==> config.mk <==
export PLATFORM = sky130hd
export DESIGN_NAME = cache_sdram_arbiter
export DESIGN_NICKNAME = d
export VERILOG_FILES = /design/src/rtl/cache_sdram_arbiter.sv
export SDC_FILE = /design/constraint.sdc
export NUM_CORES = 1
export LEC_CHECK = 0
export BUFFER_PORTS_ARGS = -buffer_cell sky130_fd_sc_hd__buf_2
export CORE_UTILIZATION = 45
export CTS_BUF_LIST = sky130_fd_sc_hd__clkbuf_4
export DETAILED_ROUTE_END_ITERATION = 10
export PLACE_DENSITY = 0.88
export SETUP_SLACK_MARGIN = 0.4
export SYNTH_ARGS = -nofsm -noshare
export SYNTH_HDL_FRONTEND = slang
export SYNTH_SLANG_ARGS = --single-unit
==> constraint.sdc <==
create_clock -name clk -period 3.4 [get_ports clk]
set_clock_uncertainty 0.05 [all_clocks]
set_input_delay 0.68 -clock clk [delete_from_list [all_inputs] [get_ports clk]]
set_output_delay 0.68 -clock clk [all_outputs]
set_load 0.1 [all_outputs]
==> src/rtl/cache_sdram_arbiter.sv <==
// Arbitrates one SDRAM controller port between two cache clients.
// Define CACHE_ARB_FIXED_PRI_EN to give client 0 fixed priority on ties; default is round-robin.
module cache_sdram_arbiter #(
  parameter int BURST_LEN = 4
) (
  input  logic        clk,
  input  logic        reset,
  input  logic        c0_req,
  input  logic        c1_req,
  input  logic        c0_rw,
  input  logic        c1_rw,
  input  logic [31:0] c0_addr,
  input  logic [31:0] c1_addr,
  input  logic [15:0] c0_wdata,
  input  logic [15:0] c1_wdata,
  output logic        c0_fill,
  output logic        c1_fill,
  output logic        c0_wr_ack,
  output logic        c1_wr_ack,
  output logic [15:0] rdata,
  output logic        mem_req,
  output logic        mem_rw,
  output logic [31:0] mem_addr,
  output logic [15:0] mem_wdata,
  input  logic [15:0] mem_rdata,
  input  logic        mem_fill,
  input  logic        mem_wr_ack,
  output logic        busy,
  output logic [2:0]  state_dbg
);

  // Handshake: a client holds req until its fill burst or wr_ack completes, and the
  // arbiter will not re-grant it until it has seen that req drop in RELEASE.
  typedef enum logic [2:0] {
    IDLE    = 3'd0,
    ISSUE   = 3'd1,
    RDBURST = 3'd2,
    WRWAIT  = 3'd3,
    RELEASE = 3'd4
  } state_t;

  localparam int CW = $clog2(BURST_LEN + 1);
  localparam logic [CW-1:0] LAST_CNT = CW'(BURST_LEN - 1);

  state_t        state, state_nx;
  logic [CW-1:0] cnt, cnt_nx;
  logic          grant, grant_nx;
  logic          mem_req_nx, mem_rw_nx;
  logic [31:0]   mem_addr_nx;
  logic [15:0]   mem_wdata_nx;
  logic          winner;
  logic          granted_req;

  assign granted_req = grant ? c1_req : c0_req;

`ifdef CACHE_ARB_FIXED_PRI_EN
  assign winner = ~c0_req;
`else
  logic last_grant;

  always_ff @(posedge clk) begin
    if (!reset) begin
      last_grant <= 1'b0;
    end else if (state == RELEASE && !granted_req) begin
      last_grant <= grant;
    end
  end

  assign winner = (c0_req & c1_req) ? ~last_grant : c1_req;
`endif

  always_comb begin
    state_nx     = state;
    cnt_nx       = cnt;
    grant_nx     = grant;
    mem_req_nx   = mem_req;
    mem_rw_nx    = mem_rw;
    mem_addr_nx  = mem_addr;
    mem_wdata_nx = mem_wdata;
    case (state)
      IDLE: begin
        if (c0_req | c1_req) begin
          grant_nx     = winner;
          mem_rw_nx    = winner ? c1_rw    : c0_rw;
          mem_addr_nx  = winner ? c1_addr  : c0_addr;
          mem_wdata_nx = winner ? c1_wdata : c0_wdata;
          cnt_nx       = '0;
          state_nx     = ISSUE;
        end
      end
      ISSUE: begin
        mem_req_nx = 1'b1;
        state_nx   = mem_rw ? RDBURST : WRWAIT;
      end
      RDBURST: begin
        // cnt==0 means the first word has not arrived yet
        if (cnt == '0) begin
          if (mem_fill) begin
            mem_req_nx = 1'b0;
            cnt_nx     = CW'(1);
          end
        end else begin
          cnt_nx = cnt + CW'(1);
          if (cnt == LAST_CNT) state_nx = RELEASE;
        end
      end
      WRWAIT: begin
        if (mem_wr_ack) begin
          mem_req_nx = 1'b0;
          state_nx   = RELEASE;
        end
      end
      RELEASE: begin
        if (!granted_req) state_nx = IDLE;
      end
      default: state_nx = IDLE;
    endcase
  end

  always_ff @(posedge clk) begin
    if (!reset) begin
      state     <= IDLE;
      cnt       <= '0;
      grant     <= 1'b0;
      mem_req   <= 1'b0;
      mem_rw    <= 1'b0;
      mem_addr  <= '0;
      mem_wdata <= '0;
    end else begin
      state     <= state_nx;
      cnt       <= cnt_nx;
      grant     <= grant_nx;
      mem_req   <= mem_req_nx;
      mem_rw    <= mem_rw_nx;
      mem_addr  <= mem_addr_nx;
      mem_wdata <= mem_wdata_nx;
    end
  end

  assign c0_fill   = mem_fill   & ~grant & (state == RDBURST);
  assign c1_fill   = mem_fill   &  grant & (state == RDBURST);
  assign c0_wr_ack = mem_wr_ack & ~grant & (state == WRWAIT);
  assign c1_wr_ack = mem_wr_ack &  grant & (state == WRWAIT);
  assign rdata     = mem_rdata;
  assign busy      = (state != IDLE);
  assign state_dbg = state;

endmodule

==> key figures, run 1 <==
Outcome
  • Run status: finished, final reports clean

STA
  • Worst Max-Slew Pin Slew: 1.01 ns
  • Max Slew Vio Count: 0
  • # setup viols final: 0
  • Max_slew headroom: 32.5%
  • FMAX: around 0.38 GHz
  • Final Cycle Share: 77.8%
  • Final hold vios: 0
  • Final setup margin: 0.754 ns
  • Tmin final: between 2 and 3 ns
  • RSZ-0062 raised after global routing: false
  • TNS Setup: 0 ns

Placement
  • Input/output buffers: 161
  • DPL Wire Length: 5.12 mm
  • Pre-CTS WS: 1.04 ns
  • RePlAce Congestion: 0.782
  • DP Cell Count: roughly 510

Clock network
  • Clk slew on worst S/H paths: 0.09 ns
  • # clock sinks: 58
  • CTS Buf Count: 9
  • # resized after CTS: 0
  • Clock Latency Late Sink: 0.39 ns
  • H-tree depth: 3
  • Clock Path Buffers: 2
  • CTS tree: yes
  • Clk root buf: clkbuf_4
  • Postcts setup bufs: 0
  • # hold bufs at CTS: 0

Min path
  • Hold EP: mem_addr[28]
  • Hold Path Depth: 2
  • Worst hold path type: reg2reg
  • Hold_sp: mem_addr[28]

Setup path
  • WP data required: 2.67 ns
  • Worst R2R Path Depth: 5
  • Worst reg2reg endpoint: grant
  • Type of origin of the critical path: flip-flop
  • CP max stage cell: buf_2
  • R2r setup slk: 1.32 ns
  • Max stage delay on crit path: between 0.4 and 0.5 ns
  • Critical-path cell list: nand2b_1 -> nor2_1 -> nand2_1 -> nor2_2 -> buf_2
  • Setup crit start: state_dbg[2]
  • CP endpoint kind: primary output
  • Crit Path Max Fanout: 8
  • Critical R2R Launch: state_dbg[0]
  • Kind of critical path: reg2out
  • Worst Path Arrival: 1.92 ns
  • Delay-heaviest family, CP: simple AND/OR/NAND/NOR gates
  • CP bufs+invs: 1

Die
  • Row cnt: 27
  • I/O pin count: around 190
  • Die W: 78.0 um
  • Core area: 5540 um^2
  • Die ar.: 6080 um^2
  • Die span in y: 78.0 um
  • Initial Utilization: 46.9%

Cells and area
  • Fin cells: 521
  • Synthesis-to-layout area growth: 32.6%
  • Layout cells sized above 1: between 40% and 50%
  • Final core occ: roughly 62%
  • Nets: 568
  • Diodes inserted: 0

Global route
  • Vias in the first global route: 2580
  • Initial antenna violation count: 0
  • Grt ovf: 0
  • Largest net degree at the start of global routing: 58
  • Total GRT Usage: 24.5%
  • First-pass GRT wire length: 11.7 mm

Synth
  • Post-Syn Nets: 436
  • Synth Cell Area: 2600 um^2
  • Dominant cell type by area after synthesis: dfxtp_1
  • Main flop type after synthesis: dfxtp_1
  • Syn Area/Cell: 8.29 um^2
  • Async SR Flop Fraction: 0%
  • Post-synth EDFFs: 0
  • Post-Syn Instances: 313
  • Top cell type's share of synthesized area: 44.7%
  • Sequential area share after synthesis: 44.7%
  • Post-synth top cells: 58 x dfxtp_1, 56 x a21oi_1, 49 x o22ai_1
  • Top-count cell post-synth: dfxtp_1
  • Register bit total from synthesis: 58
  • Synth warn: 0
  • Netlist cell types: 32
  • Synth area leaders: dfxtp_1 45%, o22ai_1 12%, a21oi_1 11%

Route
  • Drt total wl: 7.43 mm
  • Drt wl/cell: approximately 14 um
  • DRT iter0 DRCs: 132
  • DR vias: 2862
  • Routed Antenna Nets: 0
  • Residual DRC: 0
  • Vias per cell: 5.49
  • Drt pass-1 iters: 4

Power and ir drop
  • Leakage power: 1.63 nW
  • Design Power: approximately 2.5 mW
  • Pwr per Cell Area: 730 nW/um^2
  • Peak VDD IR: 0.441 mV

Flow run
  • Total of max-cap violations: 0
[tightest hold or removal path, cell delays in order, from the launching register on]
cell     delay (ns)
dfxtp_1        0.32
o21ai_1        0.12
a21oi_1        0.05
[metal layers]
metal  vias to the layer above  GRT usage [%]  wire length, um
li1                       1415              -                -
met2                       129           45.0             3750
met4                         0           10.6               70
met3                         5           5.41              539
met5                         -              0                0
met1                      1313           26.8             3070
[worst max path at each step]
stage                     end  cells after the start
global route          c1_fill                      5
floorplan           c0_wr_ack                      3
CTS                   c1_fill                      5
global placement        grant                      6
finish                c1_fill                      5
detailed placement      grant                      6
[layout by cell type (no fill, tap or decap), types with 2 or more instances in the layout]
cell	instances
nor2b_1	2
clkbuf_4	11
o21ai_1	16
and2_1	2
o21ai_0	37
a21boi_0	2
nor2_1	4
clkinv_2	2
nor3_4	3
ha_1	3
or3b_2	2
nor3_1	2
nand2b_1	2
dfxtp_1	57
a21oi_1	56
mux2i_1	2
o22ai_1	49
inv_1	7
buf_4	3
buf_2	161
nor2_2	2
nand2_1	8
[report_power, final]
group / switching, mW / leakage, nW / internal, mW
logic: 0.997 / 1.08 / 0.206
clock network: 0.234 / 0.0741 / 0.233
registers: 0.0621 / 0.481 / 0.783
total: 1.29 / 1.63 / 1.22
[area by class of cell]
class,instances,area [um^2]
Fill cell,490,2100
Multi-Input combinational cell,204,1210
Sequential cell,58,1160
Timing Repair Buffer,164,828
Tap cell,72,90.1
Clock buffer,11,82.6
Clock inverter,4,43.8
Inverter,8,30.0
[per-stage QoR]
| stage | area (um^2) | hold slack (ns) |
|---|---|---|
| after floorplan | 2630 | 0.417 |
| after global placement | 3320 | 0.435 |
| after detailed placement | 3320 | 0.458 |
| after CTS | 3440 | 0.477 |
| after global routing | 3440 | 0.505 |
| final | 3440 | 0.472 |
[state kept, by name (all words and copies together), names as in the netlist]
signal,count
last_grant,1
mem_wdata,16
cnt,3
mem_addr,32
grant,1
state_dbg,3
mem_req,1
mem_rw,1
[cells by family (layout without fill, tap and decap cells)]
group                      Yosys count  in the layout  share of synthesized area, %
and+or+nand+nor                     31             31                          6.89
AOI/OAI and AO/OA                  168            168                          35.9
muxes                                2              2                         0.771
buffers and inverters               51            187                          10.3
adders and majority gates            3              3                          1.45
DFF                                 58             58                          44.7
(Power assumes the default switching activity.)
==> inputs of run 2 (changes only) <==
--- a/config.mk
+++ b/config.mk
@@ -6,10 +6,10 @@
 export NUM_CORES = 1
 export LEC_CHECK = 0
 export BUFFER_PORTS_ARGS = -buffer_cell sky130_fd_sc_hd__buf_2
-export CORE_UTILIZATION = 45
+export CORE_UTILIZATION = 41
 export CTS_BUF_LIST = sky130_fd_sc_hd__clkbuf_4
 export DETAILED_ROUTE_END_ITERATION = 10
-export PLACE_DENSITY = 0.88
+export PLACE_DENSITY = 0.82
 export SETUP_SLACK_MARGIN = 0.4
 export SYNTH_ARGS = -nofsm -noshare
 export SYNTH_HDL_FRONTEND = slang
==> constraint.sdc (replaced) <==
create_clock -name clk -period 2.5 [get_ports clk]
set_clock_uncertainty 0.05 [all_clocks]
set_input_delay 0.5 -clock clk [delete_from_list [all_inputs] [get_ports clk]]
set_output_delay 0.5 -clock clk [all_outputs]
set_load 0.1 [all_outputs]
==> key figures, run 2 (synthesized netlist as in run 1, its figures left out) <==
Power and ir drop
  • Net load switching power: 1.78 mW (+37%)
  • Design Power: 3.55 mW (+41%)
  • Sw Share: 50.0% (-1.4 points)
  • Clock power share: 20.9% (+2.4 points)
  • Pwr per Cell Area: 985 nW/um^2 (+35%)
  • Peak VDD IR: 0.540 mV (+23%)
  • Logic pwr share: 46.7% (-1.1 points)
  • Internal power: 1.77 mW (+45%)
  • Sequential share of power: 32.4% (-1.2 points)
  • Leakage power: 1.68 nW (+3.1%)

STA
  • Tmin final: 2.01 ns
  • Max Slew Vio Count: 0 (unchanged)
  • WHS: 0.355 ns (-0.117 ns)
  • TNS Setup: 0 ns (unchanged)
  • # setup viols final: 0 (unchanged)
  • RSZ-0062 raised after global routing: false
  • Final Cycle Share: 80.2%
  • FMAX: 0.499 GHz
  • Worst Max-Slew Pin Slew: 0.500 ns (-0.510 ns)
  • Max_slew headroom: 66.7% (+34 points)
  • Final hold vios: 0 (unchanged)

Cells and area
  • Layout fillers: 552 (+13%)
  • Nets: 571 (+0.53%)
  • Synthesis-to-layout area growth: 38.9%
  • Top Registers: mem_addr: 32 flops, mem_wdata: 16 flops
  • Layout cells sized above 1: 44.2% (+1.8 points)
  • Max FFs per register: 32 (unchanged)
  • Diodes inserted: 0 (unchanged)
  • Commonest non-fill, non-tap cell in the layout: buf_2
  • Largest register by flop count: mem_addr
  • Most frequent cells in the layout: 157 x buf_2, 56 x a21oi_1, 54 x dfxtp_1

Clock network
  • CTS tree: yes
  • H-tree depth: 3 (unchanged)
  • Clock Path Buffers: 2 (unchanged)
  • CTS Buf Count: 9 (unchanged)
  • # clock sinks: 58 (unchanged)
  • Clk root buf: clkbuf_4
  • Clk slew on worst S/H paths: 0.10 ns (about the same)
  • Clock Latency Late Sink: 0.38 ns (about the same)

Outcome
  • Run status: finished, final reports clean

Setup path
  • Critical-path cell list: nand2b_4 -> nor2_4 -> nand2_2 -> nor2_4 -> buf_12
  • Kind of critical path: reg2out
  • Worst Setup EP: c1_fill
  • CP bufs+invs: 1 (unchanged)
  • CP endpoint kind: primary output
  • Crit Path Max Fanout: 8 (unchanged)
  • Setup crit start: state_dbg[2]
  • Critical R2R Launch: state_dbg[0]
  • Type of origin of the critical path: flip-flop
  • Critical path depth: 5 (unchanged)
  • Delay-heaviest family, CP: simple AND/OR/NAND/NOR gates
  • Worst Path Arrival: 1.46 ns (-0.46 ns)
  • CP max stage cell: dfxtp_4
  • Max stage delay on crit path: 0.38 ns (-0.04 ns)
  • CP most frequent cell: nor2_4
  • R2r setup slk: 0.73 ns (-0.59 ns)
  • Worst R2R Path Depth: 6 (+1)
  • Worst reg2reg endpoint: grant
  • WP data required: 1.95 ns (-0.72 ns)

Route
  • Vias per cell: 5.41 (-1.6%)
  • Drt wl/cell: 14.1 um (-1.5%)
  • DRT iter0 DRCs: 109 (-17%)
  • DR vias: 2855 (-0.24%)
  • Routed Antenna Nets: 0 (unchanged)
  • Drt total wl: 7.42 mm (-0.20%)
  • Drt pass-1 iters: 4 (unchanged)
  • Residual DRC: 0 (unchanged)

Die
  • Die ar.: 6650 um^2 (+9.5%)
  • Die span in y: 81.6 um (+4.6%)
  • Row cnt: 28 (+3.7%)
  • Core area: 6030 um^2 (+8.8%)
  • Die W: 81.6 um (+4.6%)
  • I/O pin count: 194 (unchanged)
  • Initial Utilization: 43.1% (-3.8 points)

Global route
  • Initial antenna violation count: 0 (unchanged)
  • Grt ovf: 0 (unchanged)
  • Total GRT Usage: 21.9% (-2.6 points)
  • Largest net degree at the start of global routing: 51 (-12%)
  • Vias in the first global route: 2488 (-3.6%)
  • First-pass GRT wire length: 11.0 mm (-5.7%)

Flow run
  • Total of max-cap violations: 0 (unchanged)

Min path
  • Hold Path Depth: 3 (+1)
  • Worst hold path type: in2reg

Placement
  • DPL Wire Length: 5.33 mm (+4.0%)
  • Input/output buffers: 161 (unchanged)
  • RePlAce Congestion: 0.769 (-1.8%)
[run 2: changes by cell type in the layout (fill, tap and decap cells not counted), sizes merged]
cell    delta
bufinv     +1
buf        +3
clkbuf     -1
clkinv     +1
[run 2: stage by stage]
step | cell area [um^2] | instances | setup WS [ns] | util, %
finish | 3610 | 528 | 0.494 | 59.8
global route | 3610 | 528 | 0.405 | 59.8
CTS | 3590 | 528 | 0.381 | 59.6
detailed placement | 3400 | 512 | 0.606 | 56.5
global placement | 3400 | 512 | 0.634 | 56.5
floorplan | 2670 | 313 | 0.378 | -
[run 2: layout make-up]
| cell class | instances | area (um^2) | share of cell area [%] |
|---|---|---|---|
| well taps | 75 | 93.8 | 2.60 |
| clock buffers | 10 | 75.1 | 2.08 |
| flip-flops and latches | 58 | 1170 | 32.5 |
| inverters | 8 | 30.0 | 0.833 |
| repair buffers | 167 | 911 | 25.3 |
| clock inverters | 6 | 81.3 | 2.26 |
| multi-input cells | 204 | 1240 | 34.4 |
[run 2: how the worst min path moves through the flow]
stage                    to          from
3_5_place_dp   state_dbg[0]  state_dbg[2]
6_report       mem_wdata[7]   c0_wdata[7]
3_3_place_gp   state_dbg[0]  state_dbg[2]
4_1_cts        mem_addr[21]   c0_addr[21]
2_1_floorplan        cnt[0]        cnt[0]
5_1_grt        mem_addr[21]   c0_addr[21]
[run 2: timing repair]
item / in CTS / in global routing
endpoints found under the setup margin: 4 / 2
setup buffers: 0 / 0
hold buffers: 0 / 0
resized for setup: 10 / 4
[run 2: metal layers]
metal,vias up,global-route usage [%],share of wire (%)
met1,1311,23.4,40
met2,112,40.5,51
met4,0,10.7,1.6
met5,-,0,0
met3,12,4.78,6.8
li1,1420,-,-
[run 2: power by group through the flow]
| stage | clock network (mW) | registers [mW] | logic [mW] |
|---|---|---|---|
| final | 0.742 | 1.15 | 1.66 |
| after CTS | 0.763 | 1.15 | 1.66 |
| after global routing | 0.805 | 1.17 | 1.73 |
| after floorplan | 0 | 2.13 | 0.507 |
| after global placement | 0 | 1.16 | 1.64 |
| after detailed placement | 0 | 1.17 | 1.66 |
[run 2: worst min-delay path: stages]
cell	delay, ns
buf_2	0.07
o22ai_1	0.05
a21oi_1	0.13
==> inputs of run 3 (changes only) <==
--- a/config.mk
+++ b/config.mk
@@ -5,11 +5,12 @@
 export SDC_FILE = /design/constraint.sdc
 export NUM_CORES = 1
 export LEC_CHECK = 0
+export ABC_AREA = 1
 export BUFFER_PORTS_ARGS = -buffer_cell sky130_fd_sc_hd__buf_2
-export CORE_UTILIZATION = 41
+export CORE_UTILIZATION = 40
 export CTS_BUF_LIST = sky130_fd_sc_hd__clkbuf_4
 export DETAILED_ROUTE_END_ITERATION = 10
-export PLACE_DENSITY = 0.82
+export PLACE_DENSITY = 0.79
 export SETUP_SLACK_MARGIN = 0.4
 export SYNTH_ARGS = -nofsm -noshare
 export SYNTH_HDL_FRONTEND = slang
==> constraint.sdc (replaced) <==
create_clock -name clk -period 1.8 [get_ports clk]
set_clock_uncertainty 0.05 [all_clocks]
set_input_delay 0.36 -clock clk [delete_from_list [all_inputs] [get_ports clk]]
set_output_delay 0.36 -clock clk [all_outputs]
set_load 0.1 [all_outputs]
==> key figures, run 3 <==
Outcome
  • Run status: finished, violations left
  • Violated checks: setup timing

Power and ir drop
  • Sw Share: 52.2% (+2.2 points)
  • Clock power share: 7.6% (-13 points)
  • Internal power: 5.46 mW (+210%)
  • Peak VDD IR: 1.07 mV (+98%)
  • Leakage power: 2.46 nW (+46%)
  • Sequential share of power: 19.7% (-13 points)
  • Pwr per Cell Area: 2080 nW/um^2 (+110%)
  • Logic pwr share: 72.7% (+26 points)
  • Net load switching power: 5.96 mW (+240%)
  • Design Power: 11.4 mW (+220%)

STA
  • Final Cycle Share: 102%
  • FMAX: 0.547 GHz
  • WHS: 0.187 ns (-0.169 ns)
  • RSZ-0062 raised after global routing: true
  • Max Slew Vio Count: 0 (unchanged)
  • Tmin final: 1.83 ns
  • Final setup margin: -0.0275 ns (-0.521 ns)
  • # setup viols final: 5 (+5)
  • Final hold vios: 0 (unchanged)
  • Max_slew headroom: 71.3% (+4.6 points)
  • Worst Max-Slew Pin Slew: 0.430 ns (-0.0695 ns)

Global route
  • First-pass GRT wire length: 14.3 mm (+30%)
  • Grt ovf: 0 (unchanged)
  • Vias in the first global route: 3218 (+29%)
  • Initial antenna violation count: 0 (unchanged)
  • Total GRT Usage: 24.0% (+2.1 points)
  • Largest net degree at the start of global routing: 43 (-16%)

Synth
  • Post-Syn Instances: 444 (+42%)
  • Register bit total from synthesis: 58 (unchanged)
  • Dominant cell type by area after synthesis: dfxtp_1
  • Top-count cell post-synth: nor2_1
  • Synth area leaders: dfxtp_1 38%, nor2_1 10%, nand2_1 9.5%
  • Sequential area share after synthesis: 38.3% (-6.5 points)
  • Synth warn: 0 (unchanged)
  • Synth Cell Area: 3030 um^2 (+17%)
  • Async SR Flop Fraction: 0% (unchanged)
  • Syn Area/Cell: 6.83 um^2 (-18%)
  • Post-Syn Nets: 567 (+30%)
  • Netlist cell types: 21 (-34%)
  • Top cell type's share of synthesized area: 38.3% (-6.5 points)
  • Post-synth EDFFs: 0 (unchanged)
  • Post-synth top cells: 81 x nor2_1, 77 x nand2_1, 58 x dfxtp_1
  • Main flop type after synthesis: dfxtp_1

Clock network
  • Clk root buf: clkbuf_4
  • CTS Buf Count: 9 (unchanged)
  • Clock Path Buffers: 2 (unchanged)
  • Clock Latency Late Sink: 0.40 ns (+0.02 ns)
  • # clock sinks: 58 (unchanged)
  • Clk slew on worst S/H paths: 0.11 ns (about the same)
  • CTS tree: yes
  • H-tree depth: 3 (unchanged)

Cells and area
  • Largest register by flop count: mem_addr
  • Layout cells sized above 1: 56.1% (+12 points)
  • Commonest non-fill, non-tap cell in the layout: buf_2
  • Final core occ: 75.3% (+15 points)
  • Max FFs per register: 32 (unchanged)
  • Nets: 746 (+31%)
  • Synthesis-to-layout area growth: 80.9%
  • Diodes inserted: 0 (unchanged)
  • Most frequent cells in the layout: 103 x buf_2, 74 x nor2_1, 69 x nand2_1
  • Top Registers: mem_addr: 32 flops, mem_wdata: 16 flops
  • Fin cells: 725 (+37%)

Die
  • Die span in y: 89.1 um (+9.2%)
  • I/O pin count: 194 (unchanged)
  • Die ar.: 7940 um^2 (+19%)
  • Die W: 89.1 um (+9.2%)
  • Core area: 7290 um^2 (+21%)
  • Initial Utilization: 41.6% (-1.5 points)
  • Row cnt: 31 (+11%)

Route
  • Drt total wl: 11.0 mm (+49%)
  • DRT iter0 DRCs: 171 (+57%)
  • Residual DRC: 0 (unchanged)
  • Drt wl/cell: 15.2 um (+8.3%)
  • Routed Antenna Nets: 0 (unchanged)
  • DR vias: 3667 (+28%)
  • Drt pass-1 iters: 4 (unchanged)
  • Vias per cell: 5.06 (-6.5%)

Setup path
  • Delay-heaviest family, CP: flip-flops
  • Max stage delay on crit path: 0.37 ns (about the same)
  • WP data required: 1.39 ns (-0.56 ns)
  • CP endpoint kind: primary output
  • CP bufs+invs: 3 (+2)
  • Type of origin of the critical path: flip-flop
  • Critical-path cell list: inv_4 -> nand2_4 -> inv_4 -> nand2_4 -> nor3_4 -> buf_12
  • Crit Path Max Fanout: 3 (-5)
  • CP max stage cell: dfxtp_4
  • Kind of critical path: reg2out
  • Worst Path Arrival: 1.42 ns (-0.04 ns)

Placement
  • Input/output buffers: 161 (unchanged)
  • RePlAce Congestion: 0.815 (+6.0%)
  • Pre-CTS WS: 0.189 ns (-0.417 ns)
  • DPL Wire Length: 6.09 mm (+14%)
  • DP Cell Count: 673 (+31%)

Min path
  • Worst hold path type: in2reg

Flow run
  • Total of max-cap violations: 0 (unchanged)
[run 3: layout make-up]
class	instances	area, um^2
clock buffers	9	67.6
clock inverters	5	47.5
fillers	508	1800
inverters	24	101
multi-input cells	323	1690
flip-flops and latches	58	1250
well taps	99	124
repair buffers	207	2220
[run 3: worst register-to-register path, stage by stage, from the launching register on]
cell	delay (ns)
dfxtp_4	0.38
buf_4	0.15
nor2_2	0.15
nand2_4	0.11
inv_4	0.10
nand2_8	0.08
buf_8	0.17
clkbuf_16	0.16
nor2_1	0.12
o21ai_1	0.08
a21oi_1	0.15
[run 3: final timing paths]
kind                      start             to  slack [ns]  depth (start not counted)
setup / recovery   state_dbg[2]        c0_fill       -0.03                          6
hold / removal      c0_addr[22]   mem_addr[22]        0.19                          3
setup reg to reg   state_dbg[1]    mem_addr[1]           0                         10
hold reg to reg   mem_wdata[15]  mem_wdata[15]        0.44                          2
[run 3: metrics by stage]
step / cell area, um^2 / setup TNS [ns]
after floorplan: 3110 / -0.763
after global placement: 3970 / 0
after detailed placement: 3970 / 0
after CTS: 5070 / -0.212
after global routing: 5490 / -0.547
final: 5490 / -0.0529
[run 3: cells by family (layout without fill, tap and decap cells)]
logic type               count (synthesis)  in the layout  share of synthesized area [%]
AND/OR/NAND/NOR                        211            213                           30.5
AO/OA/AOI/OAI                          107            107                           18.0
buffers and inverters                   65            245                           12.0
flip-flops                              58             58                           38.3
adder cells (fa/ha/maj)                  3              3                           1.24
[run 3: repair_timing]
| action | CTS | global route |
|---|---|---|
| resized for setup | 253 | 62 |
| setup buffers | 13 | 20 |
| pin swaps | 6 | 7 |
| hold buffers | 0 | 0 |
| endpoints found under the setup margin | 101 | 111 |
| cloned | 1 | 4 |
[run 3: metal layers]
metal | routed length [um] | track usage (%)
met2 | 5860 | 43.0
met3 | 750 | 7.94
met5 | 0 | 0
met1 | 4230 | 26.0
met4 | 195 | 9.96
[run 3: power by group through the flow]
stage	clock, mW	combinational (mW)	sequential (mW)
3_5_place_dp	0	5.70	1.98
3_3_place_gp	0	5.60	1.97
4_1_cts	0.881	7.27	2.17
5_1_grt	0.963	8.65	2.28
2_1_floorplan	0	2.26	4.59
6_report	0.870	8.30	2.25
